## src/rtl/elevator_pkg.sv

```systemverilog
// Shared constants for the elevator request path: floor width, FSM state encoding and travel direction.
// The insertion comparator on the writer side imports the same definitions.
package elevator_pkg;

  localparam int FLOOR_W = 2;
  localparam logic [FLOOR_W-1:0] TOP_FLOOR = 2'd3;
  localparam logic [FLOOR_W-1:0] BOTTOM_FLOOR = 2'd0;

  localparam logic DIR_UP   = 1'b1;
  localparam logic DIR_DOWN = 1'b0;

  typedef enum logic [1:0] {
    IDLE      = 2'd0,
    MOVE      = 2'd1,
    DOOR_OPEN = 2'd2
  } elevator_state_e;

  // One floor in the given direction; holds at the shaft ends instead of wrapping.
  function automatic logic [FLOOR_W-1:0] step_floor(input logic [FLOOR_W-1:0] floor,
                                                   input logic dir);
    logic [FLOOR_W-1:0] nxt;
    nxt = floor;
    if (dir == DIR_UP) begin
      if (floor != TOP_FLOOR) nxt = floor + FLOOR_W'(1);
    end else begin
      if (floor != BOTTOM_FLOOR) nxt = floor - FLOOR_W'(1);
    end
    return nxt;
  endfunction

endpackage

```

## src/rtl/elevator_travel_timer.sv

```systemverilog
// Down-counter shared by the travel and door phases: load has priority, decrement stops at zero.
module elevator_travel_timer #(
  parameter int TMR_W = 8
) (
  input  logic             clk,
  input  logic             rst_n,
  input  logic             load,
  input  logic [TMR_W-1:0] load_val,
  input  logic             dec_en,
  output logic             zero
);

  logic [TMR_W-1:0] count_q;

  always_ff @(posedge clk or negedge rst_n) begin
    if (!rst_n) begin
      count_q <= '0;
    end else if (load) begin
      count_q <= load_val;
    end else if (dec_en && (count_q != '0)) begin
      count_q <= count_q - TMR_W'(1);
    end
  end

  assign zero = (count_q == '0);

endmodule

```

## src/rtl/elevator_dispatch_fsm.sv

```systemverilog
// Reader side of the floor-request memory: serves the head entry, steps the car floor by floor,
// opens the door on arrival and pops the entry. Optional ELEVATOR_ESTOP_EN adds emergency_stop.
module elevator_dispatch_fsm
  import elevator_pkg::*;
#(
  parameter int TRAVEL_CYCLES = 8,
  parameter int DOOR_CYCLES   = 16,
  parameter int TMR_W         = 8
) (
  input  logic               clk,
  input  logic               rst_n,
`ifdef ELEVATOR_ESTOP_EN
  input  logic               emergency_stop,
`endif
  input  logic               mem_empty,
  input  logic [FLOOR_W-1:0] pos0Mem,
  output logic               pop_Flag,
  output logic [FLOOR_W-1:0] actualFloor,
  output logic               down_up_Flag,
  output logic               motor_up,
  output logic               motor_down,
  output logic               door_open,
  output logic               busy
);

  localparam logic [TMR_W-1:0] TRAVEL_LOAD = TMR_W'(TRAVEL_CYCLES - 1);
  localparam logic [TMR_W-1:0] DOOR_LOAD   = TMR_W'(DOOR_CYCLES - 1);

  elevator_state_e    state_q, state_d;
  logic [FLOOR_W-1:0] floor_q, floor_d, next_floor;
  logic               dir_q, dir_d;
  logic               tmr_load, tmr_dec, tmr_zero;
  logic [TMR_W-1:0]   tmr_load_val;
  logic               estop;

`ifdef ELEVATOR_ESTOP_EN
  assign estop = emergency_stop;
`else
  assign estop = 1'b0;
`endif

  elevator_travel_timer #(.TMR_W(TMR_W)) u_timer (
    .clk      (clk),
    .rst_n    (rst_n),
    .load     (tmr_load),
    .load_val (tmr_load_val),
    .dec_en   (tmr_dec),
    .zero     (tmr_zero)
  );

  always_comb begin
    state_d      = state_q;
    floor_d      = floor_q;
    dir_d        = dir_q;
    tmr_load     = 1'b0;
    tmr_load_val = '0;
    tmr_dec      = 1'b0;
    next_floor   = step_floor(floor_q, dir_q);
    case (state_q)
      IDLE: begin
        if (!mem_empty) begin
          if (pos0Mem == floor_q) begin
            state_d      = DOOR_OPEN;
            tmr_load     = 1'b1;
            tmr_load_val = DOOR_LOAD;
          end else if (!estop) begin
            state_d      = MOVE;
            dir_d        = (pos0Mem > floor_q);
            tmr_load     = 1'b1;
            tmr_load_val = TRAVEL_LOAD;
          end
        end
      end
      MOVE: begin
        if (!estop) begin
          if (tmr_zero) begin
            floor_d = next_floor;
            // The head is re-read at every arrival: a nearer request may have replaced it.
            if (!mem_empty && (pos0Mem == next_floor)) begin
              state_d      = DOOR_OPEN;
              tmr_load     = 1'b1;
              tmr_load_val = DOOR_LOAD;
            end else if (!mem_empty) begin
              dir_d        = (pos0Mem > next_floor);
              tmr_load     = 1'b1;
              tmr_load_val = TRAVEL_LOAD;
            end else begin
              state_d = IDLE;
            end
          end else begin
            tmr_dec = 1'b1;
          end
        end
      end
      DOOR_OPEN: begin
        if (!estop) begin
          if (tmr_zero) state_d = IDLE;
          else          tmr_dec = 1'b1;
        end
      end
      default: state_d = IDLE;
    endcase
  end

  // Outputs are registered from the next-state values so they line up with the state register.
  always_ff @(posedge clk or negedge rst_n) begin
    if (!rst_n) begin
      state_q      <= IDLE;
      floor_q      <= BOTTOM_FLOOR;
      dir_q        <= DIR_UP;
      pop_Flag     <= 1'b0;
      motor_up     <= 1'b0;
      motor_down   <= 1'b0;
      door_open    <= 1'b0;
      busy         <= 1'b0;
    end else begin
      state_q      <= state_d;
      floor_q      <= floor_d;
      dir_q        <= dir_d;
      pop_Flag     <= (state_d == DOOR_OPEN) && (state_q != DOOR_OPEN);
      motor_up     <= (state_d == MOVE) && (dir_d == DIR_UP) && !estop;
      motor_down   <= (state_d == MOVE) && (dir_d == DIR_DOWN) && !estop;
      door_open    <= (state_d == DOOR_OPEN);
      busy         <= (state_d != IDLE);
    end
  end

  assign actualFloor  = floor_q;
  assign down_up_Flag = dir_q;

endmodule

```

## config.mk

```make
export PLATFORM = sky130hd
export DESIGN_NAME = elevator_dispatch_fsm
export DESIGN_NICKNAME = d
export VERILOG_FILES = /design/src/rtl/elevator_pkg.sv /design/src/rtl/elevator_travel_timer.sv /design/src/rtl/elevator_dispatch_fsm.sv
export SDC_FILE = /design/constraint.sdc
export NUM_CORES = 1
export LEC_CHECK = 0
export CAP_MARGIN = 40
export CORE_ASPECT_RATIO = 1.25
export CORE_UTILIZATION = 59
export CTS_CLUSTER_SIZE = 10
export DETAILED_ROUTE_END_ITERATION = 16
export HOLD_SLACK_MARGIN = 0.1
export PLACE_DENSITY = 0.94
export SLEW_MARGIN = 20
export SYNTH_ARGS = -nofsm -noshare
export SYNTH_HDL_FRONTEND = slang
export SYNTH_SLANG_ARGS = --single-unit
```

## constraint.sdc

```tcl
create_clock -name clk -period 2.78 [get_ports clk]
set_input_delay 0.556 -clock clk [delete_from_list [all_inputs] [get_ports clk]]
set_output_delay 0.556 -clock clk [all_outputs]
set_load 0.01 [all_outputs]
```

==> flow_summary.toml, run 1 <==
[global_route]
grt_pass1_vias = 1003
overflow = 0
grtUsageTotal_pct = 24.98
grt_max_degree = 19
antenna_found_initial = 0
grt_pass1_wl_um = 4146

[power]
powerDensity_nw_per_um2 = 981.5
total_power_uw = 1331
ir_drop_mv = 0.5051
leakagePower_uw = 0.0006066

[finish]
multi_input_area_um2 = 656.9
layout_commonest_cell = "dfrtp_1"
area_growth_syn_to_layout_pct = 14.83
nNetsFinal = 155
seq_area_um2 = 451.7
layout_common_cells = "dfrtp_1 (17), inv_1 (15), clkdlybuf4s50_1 (12), ha_1 (10), nand2_1 (9)"
nFillCells = 132
n_antenna_cell = 0
drive_above_1_share_pct = 10.79

[logic_synthesis]
yosys_most_used_dff = "dfrtp_1"
yosys.area.top_type_share_pct = 36.02
async_reset_ff_share_pct = 100.0
syn-num-nets = 140
synth_cells = 125
synth_top_cell_by_area = "dfrtp_1"
ys_types = 42
yosys-top-cells-area = "dfrtp_1 (36%), ha_1 (11%), inv_1 (4.8%)"
syn_avg_cell_area_um2 = 9.449
synth_edf_count = 0
yosysSeqAreaShare_pct = 38.24
synth_area_um2 = 1181
yosysWarnings = 0
synth_seq_cells = 18

[timing]
tightest_slew_ns = 0.4513
slew_viol_final = 0
timing.final.crit_share_pct = 85.22
finalCriticalPeriod_ns = 2.369
rsz0062_at_grt = "false"
slew_headroom_pct = 69.85
skew_ns = 0.001676
hold_viol = 0
setup_viol = 0
hold_slack_ns = 0.5508
clock.fmax_mhz = 422.1
setup_tns_ns = 0

[routing]
via_per_inst = 6.316
drt_wl_total_um = 2415
vias = 998
ant_nets = 0
drcViolationCount = 0
drt_iter0_drc = 21
wl_per_cell_um = 15.28
first_pass_iters = 5

[floorplan]
start_util_pct = 64.57
core_area_um2 = 1829
die_w_um = 42.02
die_y_um = 52.03
rows = 17
die_area_um2 = 2186
io_pins = 13

[clock_network]
ctsResizeCount = 0
cts_tree = "yes"
cts_setup_buffers = 0
ctsHoldBuffers = 0
cts-buffers-inserted = 3
htreeDepth = 1
cts.clk_slew.worst_paths_ns = 0.10
clk_path_buf_depth = 2
insertion_delay_ns = 0.29
cts_root_buf = "clkbuf_4"
cts.sink_count = 18

[status]
status = "finished, final reports clean"

[worst_setup_path]
start_kind = "primary input"
slowest_stage = "clkdlybuf4s50_1"
cp_max_fo = 4
path_cells = "clkdlybuf4s50_1 > inv_1 > ha_1 > a32oi_1 > o21ai_0 > or3_1 > nor4b_1"
r2r-start = "down_up_Flag"
arrival_ns = 2.54
crit_path_start = "pos0Mem[0]"
r2r_slack_ns = 0.57
crit_family = "simple AND/OR/NAND/NOR gates"
critPathBufInv = 2
cp.required_ns = 2.96
path_class = "primary input to register"
rr_endpoint = "motor_down"
slowest_delay_ns = 0.46
crit_end = "motor_down"
crit_path_end_kind = "register"
reg2reg_depth = 7
crit_cells = 7

[worst_hold_path]
hold_start = "u_timer.count_q[1]"
hold_path_class = "register to register"

[placed_design]
io_buffers = 12
gp_congestion = 0.8485
dp_hpwl_um = 1863

[run]
cap_viol_max_count = 0
[worst min-delay path by stage]
stage                    endpoint  slack (ns)  cells after the start
6_report       u_timer.count_q[1]        0.55                      2
5_1_grt            actualFloor[1]        0.59                      1
4_1_cts        u_timer.count_q[1]        0.56                      2
3_5_place_dp   u_timer.count_q[1]        0.53                      2
3_3_place_gp   u_timer.count_q[1]        0.52                      2
2_1_floorplan      actualFloor[0]        0.26                      0
[layer usage]
metal / routed length, µm / global-route usage [%] / share of wire [%]
met1: 980 / 25.11 / 41
met5: 0 / 0 / 0
met2: 1286 / 48.18 / 53
met3: 92 / 3.472 / 3.8
met4: 56 / 15.10 / 2.3
[final cells by class]
class	count	area share, %
Sequential cell	18	33.30
Clock buffer	4	2.675
Inverter	15	4.151
Timing Repair Buffer	13	9.686
Multi-Input combinational cell	89	48.43
Tap cell	19	1.753
[synthesized netlist by cell type (all sizes together) (2+ instances only)]
library cell  count
nand3             3
o21ai             7
inv              15
nor3b             2
nand2b            2
a211o             2
nor4              2
ha               10
nor3              2
xor2              4
a21oi             8
nor2              8
nand2             9
dfrtp            17
or3               2
mux2              2
a32oi             2
buf               2
a21o              2
a211oi            3
o211ai            3
[metrics by stage]
stage	setup WS (ns)	cells	instance area, µm²	utilization [%]
floorplan	0.8101	125	1181	-
detailed placement	0.1144	153	1309	71.55
CTS	0.4057	157	1345	73.53
global route	0.2853	158	1356	74.15
global placement	0.2755	153	1309	71.55
finish	0.4110	158	1356	74.15
[power breakdown]
group,switching (µW),total [µW],internal [µW],leakage [µW]
Sequential,84.1,440,356,0.000230
Combinational,406,733,327,0.000356
Clock,78.1,158,79.7,0.0000210
[cell families (layout without fill, tap and decap cells)]
logic type | after synthesis | in the layout | synth area share, %
xor+xnor | 5 | 5 | 3.707
compound gates | 34 | 34 | 20.76
flops | 18 | 18 | 38.24
fa+ha+maj | 10 | 10 | 10.59
mux | 2 | 2 | 1.907
buf+inv | 18 | 32 | 6.143
simple gates | 38 | 38 | 18.64
[worst min-delay path: stages, from the launching register on]
cell,delay (ns)
dfrtp_1,0.38
nand2_1,0.06
o211ai_1,0.08
[sequential cells by signal, indices dropped and copies added, names as in the netlist]
name	flops
u_timer.count_q	8
actualFloor	2
state_q	2
busy	1
door_open	1
down_up_Flag	1
motor_down	1
motor_up	1
pop_Flag	1
No activity file was read; power rests on OpenSTA's default activity.
==> run 2: changes to the inputs <==
==> constraint.sdc (replaced) <==
create_clock -name clk -period 2.92 [get_ports clk]
set_input_delay 0.584 -clock clk [delete_from_list [all_inputs] [get_ports clk]]
set_output_delay 0.584 -clock clk [all_outputs]
set_load 0.01 [all_outputs]
==> results of run 2 <==
Same layout as run 1 (identical final DEF). Status: finished, final reports clean.
Main changes from that run: setup slack after placement 0.1144 ns -> 0.2264 ns; setup slack after layout 0.4110 ns -> 0.5230 ns; register-to-register setup slack 0.57 ns -> 0.71 ns; total power 1331 µW -> 1267 µW; worst IR drop on VDD 0.5051 mV -> 0.4809 mV
